<file path="src/rtl/track_sensor_conditioner.sv">
// Track sensor front end: synchronise and debounce two track sensors, then track direction-aware occupancy.
// Define TRACK_SENSOR_TIMEOUT_EN to add the occupancy timeout that forces FAULT.
module track_sensor_conditioner #(
    parameter int unsigned DEBOUNCE_CYCLES = 4,
    parameter int unsigned TIMEOUT_CYCLES  = 64,
    parameter int unsigned CNT_W           = 8
) (
    input  logic             clk,
    input  logic             reset,
    input  logic             sens_a,
    input  logic             sens_b,
    output logic             train_present,
    output logic             dir,
    output logic             pass_pulse,
    output logic [CNT_W-1:0] pass_count,
    output logic             fault
);

    localparam int unsigned DB_W = (DEBOUNCE_CYCLES > 1) ? $clog2(DEBOUNCE_CYCLES) : 1;

    if (DEBOUNCE_CYCLES == 0 || TIMEOUT_CYCLES < 2) begin : g_param_check
        $error("track_sensor_conditioner: need DEBOUNCE_CYCLES >= 1 and TIMEOUT_CYCLES >= 2");
    end

    typedef enum logic [1:0] {
        IDLE   = 2'd0,
        OCC_AB = 2'd1,
        OCC_BA = 2'd2,
        FAULT  = 2'd3
    } state_t;

    // Bit 0 is sensor A, bit 1 is sensor B throughout.
    logic [1:0]      sync_q1;
    logic [1:0]      sync_q2;
    logic [1:0]      lvl;
    logic [1:0]      rise;
    logic [DB_W-1:0] db_cnt [2];

    state_t state;
    state_t state_n;
    logic   pass_c;
    logic   dir_c;
    logic   timeout_c;

    always_ff @(posedge clk) begin
        if (reset) begin
            sync_q1 <= '0;
            sync_q2 <= '0;
        end else begin
            sync_q1 <= {sens_b, sens_a};
            sync_q2 <= sync_q1;
        end
    end

    // Debounce: the level flips once the synchronised input has disagreed for DEBOUNCE_CYCLES cycles.
    always_ff @(posedge clk) begin
        if (reset) begin
            lvl    <= '0;
            rise   <= '0;
            db_cnt <= '{default: '0};
        end else begin
            rise <= '0;
            for (int i = 0; i < 2; i++) begin
                if (sync_q2[i] == lvl[i]) begin
                    db_cnt[i] <= '0;
                end else if (db_cnt[i] == DB_W'(DEBOUNCE_CYCLES - 1)) begin
                    db_cnt[i] <= '0;
                    lvl[i]    <= ~lvl[i];
                    rise[i]   <= ~lvl[i];
                end else begin
                    db_cnt[i] <= db_cnt[i] + DB_W'(1);
                end
            end
        end
    end

`ifdef TRACK_SENSOR_TIMEOUT_EN
    localparam int unsigned TMR_W = $clog2(TIMEOUT_CYCLES);

    logic [TMR_W-1:0] occ_timer;

    assign timeout_c = (occ_timer == TMR_W'(TIMEOUT_CYCLES - 1));

    // Counts cycles spent in one occupancy; zero on every entry.
    always_ff @(posedge clk) begin
        if (reset) begin
            occ_timer <= '0;
        end else if ((state == OCC_AB || state == OCC_BA) && state_n == state) begin
            occ_timer <= occ_timer + TMR_W'(1);
        end else begin
            occ_timer <= '0;
        end
    end
`else
    assign timeout_c = 1'b0;
`endif

    always_ff @(posedge clk) begin
        if (reset) begin
            state <= IDLE;
        end else begin
            state <= state_n;
        end
    end

    always_comb begin
        state_n = state;
        pass_c  = 1'b0;
        dir_c   = dir;
        case (state)
            IDLE: begin
                if (rise[0] && rise[1]) begin
                    state_n = FAULT;
                end else if (rise[0]) begin
                    state_n = OCC_AB;
                    dir_c   = 1'b0;
                end else if (rise[1]) begin
                    state_n = OCC_BA;
                    dir_c   = 1'b1;
                end
            end
            OCC_AB: begin
                if (rise[1]) begin
                    state_n = IDLE;
                    pass_c  = 1'b1;
                end else if (timeout_c) begin
                    state_n = FAULT;
                end
            end
            OCC_BA: begin
                if (rise[0]) begin
                    state_n = IDLE;
                    pass_c  = 1'b1;
                end else if (timeout_c) begin
                    state_n = FAULT;
                end
            end
            FAULT:   state_n = FAULT;
            default: state_n = IDLE;
        endcase
    end

    // FAULT keeps train_present high so the crossing stays closed.
    always_ff @(posedge clk) begin
        if (reset) begin
            train_present <= 1'b0;
            dir           <= 1'b0;
            pass_pulse    <= 1'b0;
            pass_count    <= '0;
            fault         <= 1'b0;
        end else begin
            train_present <= (state_n != IDLE);
            dir           <= dir_c;
            pass_pulse    <= pass_c;
            fault         <= (state_n == FAULT);
            if (pass_c) begin
                pass_count <= pass_count + CNT_W'(1);
            end
        end
    end

endmodule
</file>
<file path="config.mk">
export PLATFORM = sky130hd
export DESIGN_NAME = track_sensor_conditioner
export DESIGN_NICKNAME = d
export VERILOG_FILES = /design/src/rtl/track_sensor_conditioner.sv
export SDC_FILE = /design/constraint.sdc
export NUM_CORES = 1
export LEC_CHECK = 0
export ABC_AREA = 1
export CORE_MARGIN = 10
export CORE_UTILIZATION = 56
export DETAILED_ROUTE_END_ITERATION = 8
export PLACE_DENSITY = 0.82
export SKIP_CTS_REPAIR_TIMING = 1
export SLEW_MARGIN = 20
export SYNTH_ARGS = -nofsm -noshare
export SYNTH_HDL_FRONTEND = slang
export SYNTH_SLANG_ARGS = --single-unit
</file>
<file path="constraint.sdc">
create_clock -name clk -period 2.3 [get_ports clk]
set_input_delay 0.46 -clock clk [delete_from_list [all_inputs] [get_ports clk]]
set_output_delay 0.46 -clock clk [all_outputs]
set_load 0.05 [all_outputs]
</file>
# Word level (Yosys, flattened, before mapping)
# Index checks and enable logic that the tools add are counted.
[totals] regBits=26 out_inout_bits=12
[classes] add_sub_neg=3 n_eq_ne=8 muxes=11 bitwise=7 reduce_logical=11
[ops] operator="$reduce_or 3->1" count=4
[ops] operator="$eq 2x2->1 const B" count=5
[ops] operator="$mux 2" count=5
[ops] operator="$add 8x1->8 const B" count=1
[ops] operator="$pmux 2 s4" count=1
[ops] operator="$not 1->1" count=7
[ops] operator="$add 2x1->2 const B" count=2
[ops] operator="$mux 1" count=4
[ops] operator="$reduce_and 2->1" count=2
[ops] operator="$reduce_bool 2->1" count=2
[ops] operator="$reduce_and 3->1" count=1
[ops] operator="$eq 1x1->1" count=2
[ops] operator="$eq 2x1->1 const B" count=1
[ops] operator="$logic_not 2->1" count=1
[ops] operator="$pmux 1 s2" count=1
[ops] operator="$logic_and 1x1->1" count=1

# Longest topological paths before layout
# Gate-level depths: netlist of the first run.
[depth] depth_word=5 depth_mapped=9

# Worst setup path after synthesis of the first run
# No wires, ideal clock.
[synth_path] kind="register to register" from="reg pass_count[0]" to="reg pass_count[6]" arrival_time_ns=1.353 required_ns=2.183 path_slack_ns=0.831 path_stages_with_launch=7 n_path_buf=0 period_less_slack_ns=1.469 path_cell_list="dfxtp_1 -> ha_1 -> nand2_1 -> nor3_1 -> nand3_1 -> nand2_1 -> nor2_1"
[synth_between] elab_chain_cells=1
[synth_lines] item="start: declaration" line="15" text="output logic [CNT_W-1:0] pass_count,"
[synth_lines] item="start signal: assignment" line="157" text="pass_count <= pass_count + CNT_W'(1);"
[synth_lines] item="$add 8x1->8" line="157"
# No other way between the ends.
# A chain may end at the register's enable or synchronous reset.

# Final worst setup path of the first run
[layout_path] from="reg pass_count[3]" to="out pass_count[3]"
# No word-level cell between the ends.

==> results.md, run 1 <==
Clock tree:
- Counting every sink on the clock net gives 26.
- The clock transition at the register clock pins on the worst setup and hold paths after CTS is 0.14 ns.
- TritonCTS built the clock tree.
- The root buffer cell chosen for the clock tree is clkbuf_4.
- Counting the buffers created by CTS gives 3.
- The number of levels in the clock H-tree is 1.
- The worst-case clock buffer depth is 2.
- The later pin in the worst-skew pair is clocked with a latency of ~0.32 ns.

Synthesis:
- The compound-gate portion of the synthesized area is between 10 and 15%.
- By area, the combinational part of the netlist is dominated by simple AND/OR/NAND/NOR gates.
- After synthesis, the share of cell area in mux cells is 0%.
- Counting flops and latches in the post-synthesis netlist gives 26.
- The cell area that synthesis handed to floorplanning was 0.00113 mm2.
- After Yosys synthesis, and, or, nand and nor cells account for 23.0% of the synthesized area.
- Dividing the synthesized area by the synthesized cell count gives a little under 8 um2.
- The count of warnings emitted by yosys is 0.
- The synthesized netlist contains 21 unique library cells.
- After Yosys synthesis, XOR and XNOR cells account for less than 1% of the synthesized area.
- The sequential share of the synthesized area is 46.0%.
- The share of synthesized cell area in full adder, half adder and majority cells is under 10%.
- Counting every instance in the synthesized netlist gives about 150.
- When the netlist entered floorplanning its net count stood at approximately 160.

Pwr:
- The leakage power total is between 0.5 and 0.6 nW.
- The power density over the cells is about 530 mW/mm2.
- The worst IR drop on VDD is roughly 0.00044 V.
- Power comes to ~0.7 mW.

Route:
- The detailed-route vias per instance is a little under 5.
- For this block, the via count after detailed routing is between 900 and 1,000.
- The first TritonRoute pass finished after 4 iterations.
- The final antenna-violating net count is 0.
- Dividing the detail-routed wire length by the instance count gives 11.5 um.
- The DRC violation count after routing is 0.
- The number of DRC violations after detailed-routing iteration 0 is 50.
- The total wire length after detailed routing is between 2000 and 2500 um.

Cells and area:
- The share of layout cells above drive strength 1 is between 4 and 5%.
- Relative to the synthesized area, the layout overhead comes to 18.3%.
- The number of antenna diodes in the final layout is 0.
- The design area is roughly 0.0013 mm2.
- The filler cells instantiated in the layout total 171.
- The total number of nets in the final design is between 150 and 200.
- In the layout the commonest cells are 26 x nand2_1, 26 x dfxtp_1, 24 x inv_1.
- Once layout is complete, the utilization of the core stands at 68.9%.

GRT:
- In this run the most used layer during global routing was met2.
- The first global-routing pass estimated 3680 um of wire.
- For this run the aggregate overflow at the end of global routing stands at 0.
- Across every metal layer, demand over resource in global routing totals a little over a tenth.
- The via count of the first global-routing pass came to between 900 and 1,000.
- The initial antenna violation count came to 0.
- Global routing used 3.95% of the available met3 tracks.
- The pin count of the biggest net entering global routing is 15.
- The met1 track demand over resource in global routing is ~11%.
- The global-route met2 utilization is about a fifth.

Run:
- The tool flagged a number of max-cap violations equal to 0.

Setup path:
- In this run the critical register-to-register path is launched from state[1].
- The signal on the critical path passes through clkdlybuf4s50_1.
- The worst setup path is of the reg2out kind.
- The data required time of the critical path is 1.84 ns.
- For the worst setup path, the data arrival time is ~1.6 ns.
- The number of buffer and inverter stages on the critical path is 1.
- The element type at the critical path start is a flip-flop.
- Along the worst path, the maximum fanout reaches 5.
- In this design, the largest share of critical-path delay is due to buffers and inverters.
- The critical path starts at pass_count[3].
- On the worst path, the slowest cell contributes a delay of approximately 0.84 ns.
- The worst setup path is captured at a primary output.
- The slowest stage cell on the critical path is clkdlybuf4s50_1.
- In this run the register-to-register setup slack is 0.53 ns.

Floorplan:
- The initial utilization of the core area, before any placement, comes to roughly 58%.
- From left edge to right edge, the die measures about 65 um.
- The floorplan row count is 16.
- The core area is approximately 0.0019 mm2.
- The count of pins on the block boundary is 16.
- The die covers 0.00422 mm2.
- The die outline height is 64.9 um.

Place:
- The global placer's final weighted congestion is roughly 0.84.
- The cell area reported after detailed placement is around 0.0013 mm2.
- The HPWL after detailed placement is 1680 um.
- In this run the tool buffered the top-level ports with 15 buffer cells.

Timing:
- The final period utilization is 88.9%.
- The number of max-slew violations in the final report is 0.
- The final hold violation count was 0.
- The worst clock skew is 0.00586 ns.
- The achievable frequency is between 400 and 500 MHz.
- The tightest slew margin relative to the limit is between 60% and 70%.
- The worst-margin pin slew is 0.517 ns.
- Setup repair after global routing left no endpoint under its margin.
- The setup violation total in the final timing report is 0.
- The worst path needs ~2.0 ns of the cycle, external delays included.
- For the final routed database, the setup TNS stands at 0 ns.

Min path:
- The path class of the tightest hold or removal check is reg2reg.
- The hold path startpoint is sync_q1[1].

Status:
- The run finished with clean final reports.
## logic make-up (layout without fill, tap and decap cells)
family | count (synthesis) | in the layout
and+or+nand+nor | 62 | 62
buffers and inverters | 27 | 44
DFF | 26 | 26
AOI/OAI and AO/OA | 21 | 21
adders and majority gates | 9 | 9
xor gates and xnor gates | 1 | 1
## stage by stage
| step | setup WS, ns | cells | hold slack (ns) |
|---|---|---|---|
| after floorplan | 0.831 | 146 | 0.388 |
| after global placement | 0.628 | 186 | 0.393 |
| after detailed placement | 0.549 | 186 | 0.395 |
| after CTS | 0.247 | 190 | 0.414 |
| after global routing | 0.228 | 190 | 0.443 |
| final | 0.254 | 190 | 0.413 |
## cell type report
| class | instances | area, um2 | area share [%] |
|---|---|---|---|
| timing repair buffer | 16 | 158 | 11.8 |
| clock buffer | 4 | 36.3 | 2.71 |
| tap | 27 | 33.8 | 2.53 |
| inverter | 24 | 90.1 | 6.74 |
| sequential | 26 | 520 | 38.9 |
| multi-input combinational | 93 | 499 | 37.3 |
## state kept, by name, indices dropped and copies added (netlist names)
register,flops
sync_q2,2
pass_count,8
db_cnt,4
pass_pulse,1
lvl,2
sync_q1,2
rise,2
state,2
train_present,1
dir,1
fault,1
## routing by layer
layer / wire (um) / part of all wire, %
met1: 937 / 43
met2: 1090 / 50
met5: 0 / 0
met3: 122 / 5.6
met4: 39 / 1.8
## power by group
group	switching [mW]	leakage [nW]	internal, mW
clock	0.129	0.0210	0.0968
combinational	0.0110	0.365	0.00924
sequential	0.00208	0.210	0.455
total	0.142	0.596	0.561
## cells in the mapped netlist (all sizes together)
master | instances | area, um2
a21oi | 9 | 48.8
a311oi | 1 | 8.76
buf | 3 | 21.3
dfxtp | 26 | 521
ha | 9 | 113
inv | 24 | 90.1
nand2 | 27 | 104
nand3 | 8 | 45.0
nand3b | 1 | 7.51
nand4 | 1 | 6.26
nor2 | 22 | 82.6
nor3 | 3 | 15.0
o211ai | 1 | 7.51
o21ai | 9 | 45.0
o21bai | 1 | 7.51
xnor2 | 1 | 8.76
## path summary, 6_finish.rpt
kind | to | depth (start not counted)
worst max register to register | pass_count[4] | 7
worst min-delay path | sync_q2[1] | 2
worst max-delay path | pass_count[3] | 1
worst min register to register | sync_q2[1] | 2
Power figures use the tool's default switching activity.
==> inputs of run 2 (changes only) <==
--- a/config.mk
+++ b/config.mk
@@ -7,9 +7,9 @@
 export LEC_CHECK = 0
 export ABC_AREA = 1
 export CORE_MARGIN = 10
-export CORE_UTILIZATION = 56
+export CORE_UTILIZATION = 47
 export DETAILED_ROUTE_END_ITERATION = 8
-export PLACE_DENSITY = 0.82
+export PLACE_DENSITY = 0.73
 export SKIP_CTS_REPAIR_TIMING = 1
 export SLEW_MARGIN = 20
 export SYNTH_ARGS = -nofsm -noshare
==> constraint.sdc (replaced) <==
create_clock -name clk -period 1.8 [get_ports clk]
set_input_delay 0.36 -clock clk [delete_from_list [all_inputs] [get_ports clk]]
set_output_delay 0.36 -clock clk [all_outputs]
set_load 0.05 [all_outputs]
==> run 2 against run 1 <==
  * Combinational power increased by 39%
  * Critical endpoint is now pass_count[4]
  * Non-clock buffer count is 1 higher
  * Highest routed layer unchanged
  * Setup slack better by 0.0043 ns
  * Critical path depth grew 6
  * Worst hold slack got worse by 0.00051 ns
  * Sequential share of layout area is 0.073 points lower
==> results.md, run 2 (synthesis results as in run 1) <==
Status:
- Run status: completed (unchanged).

Clock tree:
- The number of sinks driven by the clock tree is 26 (unchanged).
- The number of buffers created by CTS is 3 (unchanged).
- The number of levels in the clock H-tree is 1 (unchanged).
- The worst-case clock buffer depth came to 2 (unchanged).
- The clock tree from TritonCTS is done (unchanged).
- The clock root buffer master is clkbuf_4 (unchanged).
- The later-pin clock latency in the skew report is 0.33 ns (was 0.32 ns).
- The clock transition at the register clock pins on the worst setup and hold paths after CTS was 0.14 ns (about the same).

Route:
- The final routed wire length divided by cell count is 11.2 um (was 11.5 um).
- The total wire length after detailed routing is 2140 um (was 2190 um).
- The detailed-route vias per instance is 4.86 (was 4.91).
- The routed via count was 933 (unchanged).
- The DRC violation count after routing is 0 (unchanged).
- The final antenna-violating net count is 0 (unchanged).
- The number of detailed-route iterations in the first pass is 4 (unchanged).
- The number of DRC violations after detailed-routing iteration 0 was 60 (was 50).

Cells and area:
- The design area is 0.00134 mm2 (about the same).
- The number of diodes added for antenna fixing is 0 (unchanged).
- The area of the multi-input gates is 507 um2 (was 499 um2).
- The filler cell count in the final layout is 221 (was 171).
- Leading registers by flop count: pass_count: 8 flops, db_cnt: 4 flops (unchanged).
- The register cell area after layout came to 520 um2 (unchanged).
- The number of standard cells in the layout, taps in and fillers out is 192 (was 190).
- The register with the most flip-flops is pass_count (unchanged).
- The share of layout cells above drive strength 1 is 12.8% (was 4.91%).
- The post-synthesis to final-layout area growth came to 18.5% (was 18.3%).
- The flip-flop count of the largest register after layout was 8 (unchanged).
- Most frequent cells in the layout: 26 x nand2_1, 26 x dfxtp_1, 24 x inv_1 (unchanged).
- The total number of nets in the final design is 178 (was 177).

Setup path:
- The worst reg2reg path startpoint was state[0] (was state[1]).
- Cell-by-cell trace of the critical path: inv_1, ha_1, inv_1, a21oi_4, nand2_1, o21ai_1, nor2_1 (was clkdlybuf4s50_1).
- The depth of the worst register-to-register path is 7 (unchanged).
- The slowest stage cell on the critical path is dfxtp_1 (was clkdlybuf4s50_1).
- Among the stages of the critical path, the cell type that occurs most often is inv_1.
- The start point of the critical path is state[0] (was pass_count[3]).
- The reg-to-reg setup timing slack was 0.26 ns (was 0.53 ns).
- The number of buffer and inverter stages on the critical path is 2 (was 1).
- The critical path endpoint is pass_count[4] (was pass_count[3]).
- The destination of the worst register-to-register timing path was pass_count[4] (unchanged).
- The kind of end point of the critical path is a flip-flop (was primary output).
- The kind of cell adding the most delay to the critical path is flip-flops (was buffers and inverters).
- The data required time of the critical path is 2.04 ns (was 1.84 ns).
- The endpoint arrival time on the critical path is 1.78 ns (was 1.59 ns).
- The largest fanout of any net on the critical path is 11 (was 5).
- The total stage count of the critical path is 7 (was 1).
- The critical path start-end classification is reg2reg (was reg2out).
- The element type at the critical path start is a flip-flop (unchanged).
- The critical path's largest stage delay came to 0.43 ns (was 0.84 ns).

Timing:
- Based on the critical path, the design can be clocked at up to about 650 MHz.
- The worst-margin pin slew is 0.301 ns (was 0.517 ns).
- The smallest hold slack is 0.412 ns (was 0.413 ns).
- Setup repair after global routing missed its margin: no (unchanged).
- The post-route setup TNS was 0 ns (unchanged).
- The final hold violation count is 0 (unchanged).
- The number of max-slew violations in the final report is 0 (unchanged).
- The setup violation total in the final timing report is 0 (unchanged).
- After layout, the minimum clock period comes to roughly 1.5 ns.
- The tightest slew margin relative to the limit came to 79.9% (was 65.4%).
- The worst clock skew is 0.0141 ns (was 0.00586 ns).
- The final period utilization is between 80% and 90%.

Floorplan:
- The core area was 0.00225 mm2 (was 0.00194 mm2).
- The die outline height is 69.1 um (was 64.9 um).
- The floorplan row count is 17 (was 16).
- The initial cell density of the core was 50.2% (was 58.2%).
- The die area was 0.00477 mm2 (was 0.00422 mm2).
- The count of pins on the block boundary is 16 (unchanged).
- The width of the chip is 69.1 um (was 64.9 um).

Pwr:
- The worst IR drop on VDD is 0.000704 V (was 0.000437 V).
- The power density over the cells is 752 mW/mm2 (was 526 mW/mm2).
- The leakage power total is 0.633 nW (was 0.596 nW).

Place:
- The count of input and output buffers is 15 (unchanged).
- The cell area reported after detailed placement is 0.00128 mm2 (was 0.00130 mm2).
- The number of placed instances, taps included is 188 (was 186).
- The half-perimeter wire length after detailed placement is 1720 um (was 1680 um).
- The global placer's final weighted congestion is 0.798 (was 0.844).

GRT:
- The first-pass GRT wire length is 3800 um (was 3680 um).
- The via count of the first global-routing pass was 914 (was 901).
- The overflow left after global routing is 0 (unchanged).
- The global-route usage over all layers came to 9.10% (was 10.7%).
- The initial antenna violation count came to 0 (unchanged).
- The pin count of the biggest net entering global routing came to 16 (was 15).

Min path:
- The worst min-delay path category is reg2reg (unchanged).

Run:
- The count of maximum capacitance violations is 0 (unchanged).
run 2: cell count changes in the layout (fill, tap and decap cells not counted), sizes merged:
cell	change
clkbuf	-1
bufinv	+1
buf	+13
clkdlybuf4s50	-12
run 2: worst min path at each step:
stage	startpoint	to	depth (start not counted)
floorplan	sync_q1[0]	sync_q2[0]	2
global placement	sync_q1[0]	sync_q2[0]	2
detailed placement	sync_q1[0]	sync_q2[0]	2
CTS	sync_q1[0]	sync_q2[0]	2
global route	sync_q1[0]	sync_q2[0]	2
finish	sync_q1[0]	sync_q2[0]	2
run 2: layer usage:
metal | vias to the layer above | wire, um | GRT usage (%)
met5 | - | 0 | 0
met4 | 0 | 38 | 4.43
met3 | 5 | 77 | 2.43
met2 | 12 | 1080 | 17.1
met1 | 421 | 950 | 8.80
li1 | 495 | - | -
run 2: area by class of cell:
type | instances | area share (%)
sequential | 26 | 38.8
inverter | 24 | 6.72
clock inverter | 1 | 2.24
multi-input combinational | 93 | 37.8
clock buffer | 3 | 1.68
tap | 28 | 2.61
timing repair buffer | 17 | 10.1
run 2: report_power, final:
| part | leakage [nW] | total [mW] | switching [mW] | internal, mW |
|---|---|---|---|---|
| clock | 0.0279 | 0.396 | 0.171 | 0.225 |
| combinational | 0.395 | 0.0280 | 0.0149 | 0.0132 |
| sequential | 0.210 | 0.584 | 0.00270 | 0.581 |
| total | 0.633 | 1.01 | 0.188 | 0.820 |
run 2: through the flow:
step,setup WS (ns),utilization [%],power (mW)
2_1_floorplan,0.331,-,0.611
3_3_place_gp,0.246,56.8,0.623
3_5_place_dp,0.161,56.8,0.625
4_1_cts,0.139,59.1,1.02
5_1_grt,0.101,59.4,1.06
6_report,0.258,59.4,1.01
run 2: tightest hold or removal path: cells and delay by family, from the launching register on:
kind	cells	cell delay, ns
buffers and inverters	1	0.04
and+or+nand+nor	1	0.03
DFF	1	0.32
